--- src/rtl/mux_nch_arb.sv ---
// +-----------------------------------------------------------------------------+
// | mux_nch_arb : N-channel valid/ready mux, select or round-robin, 1-entry reg |
// | Optional: MUX_NCH_ARB_PARITY_EN adds registered parity_o = ^out_data_o      |
// | Revision    : 1.0                                                           |
// +-----------------------------------------------------------------------------+
`default_nettype none

module mux_nch_arb #(
  parameter  int N_CH  = 4,
  parameter  int WIDTH = 8,
  localparam int SEL_W = $clog2(N_CH)
) (
  input  logic                    clk_i,
  input  logic                    rst_i,
  input  logic                    mode_i,
  input  logic [SEL_W-1:0]        sel_i,
  input  logic [N_CH-1:0]         in_valid_i,
  output logic [N_CH-1:0]         in_ready_o,
  input  logic [N_CH*WIDTH-1:0]   in_data_i,
  output logic                    out_valid_o,
  input  logic                    out_ready_i,
  output logic [WIDTH-1:0]        out_data_o,
  output logic [SEL_W-1:0]        out_ch_o
`ifdef MUX_NCH_ARB_PARITY_EN
  ,
  output logic                    parity_o
`endif
);

  localparam logic MODE_SEL = 1'b0;
  localparam logic MODE_RR  = 1'b1;

  logic             load_en;
  logic             granted;
  logic [SEL_W-1:0] grant;
  logic [SEL_W-1:0] cand;
  logic [SEL_W-1:0] rr_ptr;
  logic [WIDTH-1:0] grant_data;

  // Channel index base+off folded back into 0..N_CH-1.
  function automatic logic [SEL_W-1:0] wrap_add(input logic [SEL_W-1:0] base, input int off);
    int sum;
    sum = int'(base) + off;
    if (sum >= N_CH) sum = sum - N_CH;
    return SEL_W'(sum);
  endfunction

  assign load_en = !out_valid_o || out_ready_i;

  always_comb begin
    granted = 1'b0;
    grant   = '0;
    cand    = '0;
    if (mode_i == MODE_RR) begin
      for (int off = 0; off < N_CH; off++) begin
        cand = wrap_add(rr_ptr, off);
        if (!granted && in_valid_i[cand]) begin
          granted = 1'b1;
          grant   = cand;
        end
      end
    end else begin
      // Only the selected channel's valid is looked at; out-of-range sel never matches.
      for (int k = 0; k < N_CH; k++) begin
        if (sel_i == SEL_W'(k) && in_valid_i[k]) begin
          granted = 1'b1;
          grant   = SEL_W'(k);
        end
      end
    end
  end

  always_comb begin
    in_ready_o = '0;
    if (rst_i && load_en && granted) in_ready_o[grant] = 1'b1;
  end

  assign grant_data = in_data_i[grant*WIDTH +: WIDTH];

  always_ff @(posedge clk_i) begin
    if (!rst_i) begin
      out_valid_o <= 1'b0;
      out_data_o  <= '0;
      out_ch_o    <= '0;
      rr_ptr      <= '0;
`ifdef MUX_NCH_ARB_PARITY_EN
      parity_o    <= 1'b0;
`endif
    end else if (load_en) begin
      if (granted) begin
        out_valid_o <= 1'b1;
        out_data_o  <= grant_data;
        out_ch_o    <= grant;
`ifdef MUX_NCH_ARB_PARITY_EN
        parity_o    <= ^grant_data;
`endif
        if (mode_i == MODE_RR)
          rr_ptr <= (grant == SEL_W'(N_CH - 1)) ? '0 : grant + 1'b1;
      end else begin
        out_valid_o <= 1'b0;
      end
    end
  end

endmodule

`default_nettype wire

--- config.mk ---
export PLATFORM = sky130hd
export DESIGN_NAME = mux_nch_arb
export DESIGN_NICKNAME = d
export VERILOG_FILES = /design/src/rtl/mux_nch_arb.sv
export SDC_FILE = /design/constraint.sdc
export NUM_CORES = 1
export LEC_CHECK = 0
export BUFFER_PORTS_ARGS = -buffer_cell sky130_fd_sc_hd__buf_4
export CAP_MARGIN = 30
export CORE_MARGIN = 5
export CORE_UTILIZATION = 43
export DETAILED_ROUTE_END_ITERATION = 10
export GPL_ROUTABILITY_DRIVEN = 0
export GPL_TIMING_DRIVEN = 0
export PLACE_DENSITY = 0.82
export SETUP_SLACK_MARGIN = 0.05
export SKIP_LAST_GASP = 1
export SLEW_MARGIN = 20
export SYNTH_ARGS = -nofsm -noshare
export SYNTH_HDL_FRONTEND = slang
export SYNTH_SLANG_ARGS = --single-unit
--- constraint.sdc ---
create_clock -name clk_i -period 2.5 [get_ports clk_i]
set_clock_uncertainty 0.05 [all_clocks]
set_input_delay 0 -clock clk_i [delete_from_list [all_inputs] [get_ports clk_i]]
set_output_delay 0 -clock clk_i [all_outputs]
set_load 0.02 [all_outputs]
==> run_results.csv <==
group,metric,value,unit
layout,final_common_cell,"buf_4",
grt,antenna_found_initial,0,
critical_path,rrSetupSlack,410,ps
layout,diodes,0,
worst_hold_path,hold_path.class,"primary input to flop",
yosys,synth_compound_area_frac,0.208,
clocking,cts_made_buffers,3,
clocking,clkSlewWorstSetupHoldPaths,80,ps
power_and_ir_drop,power,0.696,mW
yosys,synth_xor_area_frac,0,
critical_path,startpoint_type,"flop",
yosys,synth_seq_area_share,0.272,
timing,rsz0062_at_grt,"false",
critical_path,cp_slowest_stage_delay,450,ps
yosys,synth_simple_gate_area_frac,0.144,
yosys,synthArstFlopShare,0,
clocking,htreeDepth,1,
critical_path,cp_data_required_time,2450,ps
floorplanning,die_w,57.2,µm
floorplanning,die_area,3270,µm²
drt,vias,1099,
critical_path,path_class,"flop to output pin",
floorplanning,ios,57,
clocking,cts_setup_buffers,0,
critical_path,cpMostUsedCell,"buf_4",
yosys,synth_seq_cells,13,
place,pre_cts_ws,350,ps
clocking,clock_sinks,13,
yosys,avgSynthCellArea,9.75,µm²
place,place_hpwl,2070,µm
drt,viasPerCell,5.44,
floorplanning,fp.dieH,57.2,µm
clocking,clock_path_buffers,2,
floorplanning,num_rows,17,
timing,setup_viol,0,
timing,final_max_slew_viol_count,0,
grt,grt_usage,0.216,
floorplanning,core,2170,µm²
timing,hold_viol,0,
critical_path,cp_max_fo,11,
yosys,yosys.area_share.adder,0.0524,
power_and_ir_drop,power_density,436,nW/µm²
yosys,synth.distinct_cells,32,
timing,fin_crit_sh,0.922,
timing,clock.fmax,0.434,GHz
drt,drc_errors,0,
layout,mostFrequentLayoutCells,"buf_4, mux2i_1, dlygate4sd3_1",
yosys,synth_area,956,µm²
critical_path,cp_slowest_cell,"a2111oi_0",
floorplanning,start_util,0.441,
yosys,synth_edf_count,0,
drt,ant_nets,0,
timing,max_slew_margin,0.724,
timing,period_minus_slack,2300,ps
layout,drive_above_1_share,0.385,
timing,tightest_slew,404,ps
drt,avgRoutedWirePerCell,16.7,µm
layout,syn_to_final_growth,67.3,%
timing,fin_ws,196,ps
power_and_ir_drop,leakagePower,0.791,nW
grt,grt_pass1_vias,1186,
layout,final_net_count,221,
critical_path,worst_ep_arrival_time,2250,ps
drt,wl,3380,µm
yosys,synthFlopType,"dfxtp_1",
grt,grt_max_degree,12,
drt,drtIter0Drc,32,
clocking,cts-root-buf,"clkbuf_4",
yosys,synthCells,98,
power_and_ir_drop,peakVddDrop,0.314,mV
yosys,synth_area_leaders,"dfxtp_1, mux2i_1, a2bb2oi_1",
yosys,synthMuxAreaShare,0.266,
outcome,status,"complete, no violations",
clocking,cts_tree,"built",
place,io_buffers,56,
yosys,yosysWarningCount,0,
worst_hold_path,hold_path_depth,4,
critical_path,crit_path_cell_trace,"nand4bb_1 > a2111oi_0 > a211oi_1 > buf_4 > buf_12 > inv_1 > ha_1 > and3_1 > buf_4",
drt,dr.pass1.iters,4,
yosys,synth_top_family_by_area,"multiplexers",
yosys,postSynthNetCount,144,
critical_path,endpoint_kind,"output pin",
critical_path,worstRegToRegCells,8,
run,maxCapViolations,0,
grt,grt_pass1_wl,5570,µm
grt,grt_overflow,0,
timing,tns,0,ps
yosys,synth_top_area_share,0.272,
clocking,clk_latency,270,ps
yosys,yosysTopAreaCell,"dfxtp_1",
-- power by group --
part / switching (mW) / total [mW] / internal (mW)
sequential: 0.0205 / 0.254 / 0.234
clock: 0.0682 / 0.130 / 0.0617
combinational: 0.145 / 0.312 / 0.167
total: 0.234 / 0.696 / 0.463
-- state kept, by name (all words and copies together), names as in the netlist --
register / flops
out_data_o: 8
out_valid_o: 1
rr_ptr: 2
out_ch_o: 2
-- metal layers --
layer / track usage / part of all wire / vias up
met2: 0.382 / 0.49 / 53
met5: 0 / 0 / -
met3: 0.0566 / 0.078 / 8
li1: - / - / 530
met4: 0.0894 / 0.025 / 0
met1: 0.245 / 0.40 / 508
-- stage by stage --
stage                util  hold slack, ps  area (µm²)  cells
finish              0.737            7.75        1600    202
global route        0.737            30.2        1600    202
CTS                 0.736            8.94        1600    202
detailed placement  0.651             221        1410    182
global placement    0.651             208        1410    182
floorplan               -             123         956     98
-- cell type report --
cell class / count / area, µm²
timing repair buffer: 72 / 581
tap: 28 / 35.0
multi-input combinational: 76 / 641
clock buffer: 4 / 26.3
inverter: 5 / 18.8
fill: 144 / 571
buffer: 4 / 36.3
sequential: 13 / 262
-- synth_stat cells, types with 2 or more instances --
cell       instances
dfxtp_1           13
nand2_1            3
a21oi_1            2
inv_1              5
nand3_1            2
a2bb2oi_1          8
nor2b_1            5
o21ai_1            8
nand4bb_1          2
and3_1             4
mux2i_1           22
ha_1               4
-- final timing paths --
check,startpoint,end
max reg2reg,rr_ptr[0],rr_ptr[1]
min,out_ready_i,out_valid_o
min reg2reg,out_data_o[1],out_data_o[1]
max,rr_ptr[0],in_ready_o[1]
-- critical path, delay by kind of cell (launching register included) --
| kind | cells | cell delay (ps) |
|---|---|---|
| simple gates | 2 | 340 |
| flops | 1 | 360 |
| buf+inv | 4 | 600 |
| fa+ha+maj | 1 | 140 |
| compound gates | 2 | 540 |
-- cells by family (layout without fill, tap and decap cells) --
group	after synthesis	count (layout)
compound gates	27	27
mux	24	24
simple gates	21	21
flops	13	13
buf+inv	9	85
fa+ha+maj	4	4
-- repair_timing --
item	4_1_cts	5_1_grt
endpoints found under the setup margin	0	3
hold buffers	16	0
endpoints found under the hold margin	8	0
resized for setup	0	1
No activity file was read; power rests on OpenSTA's default activity.
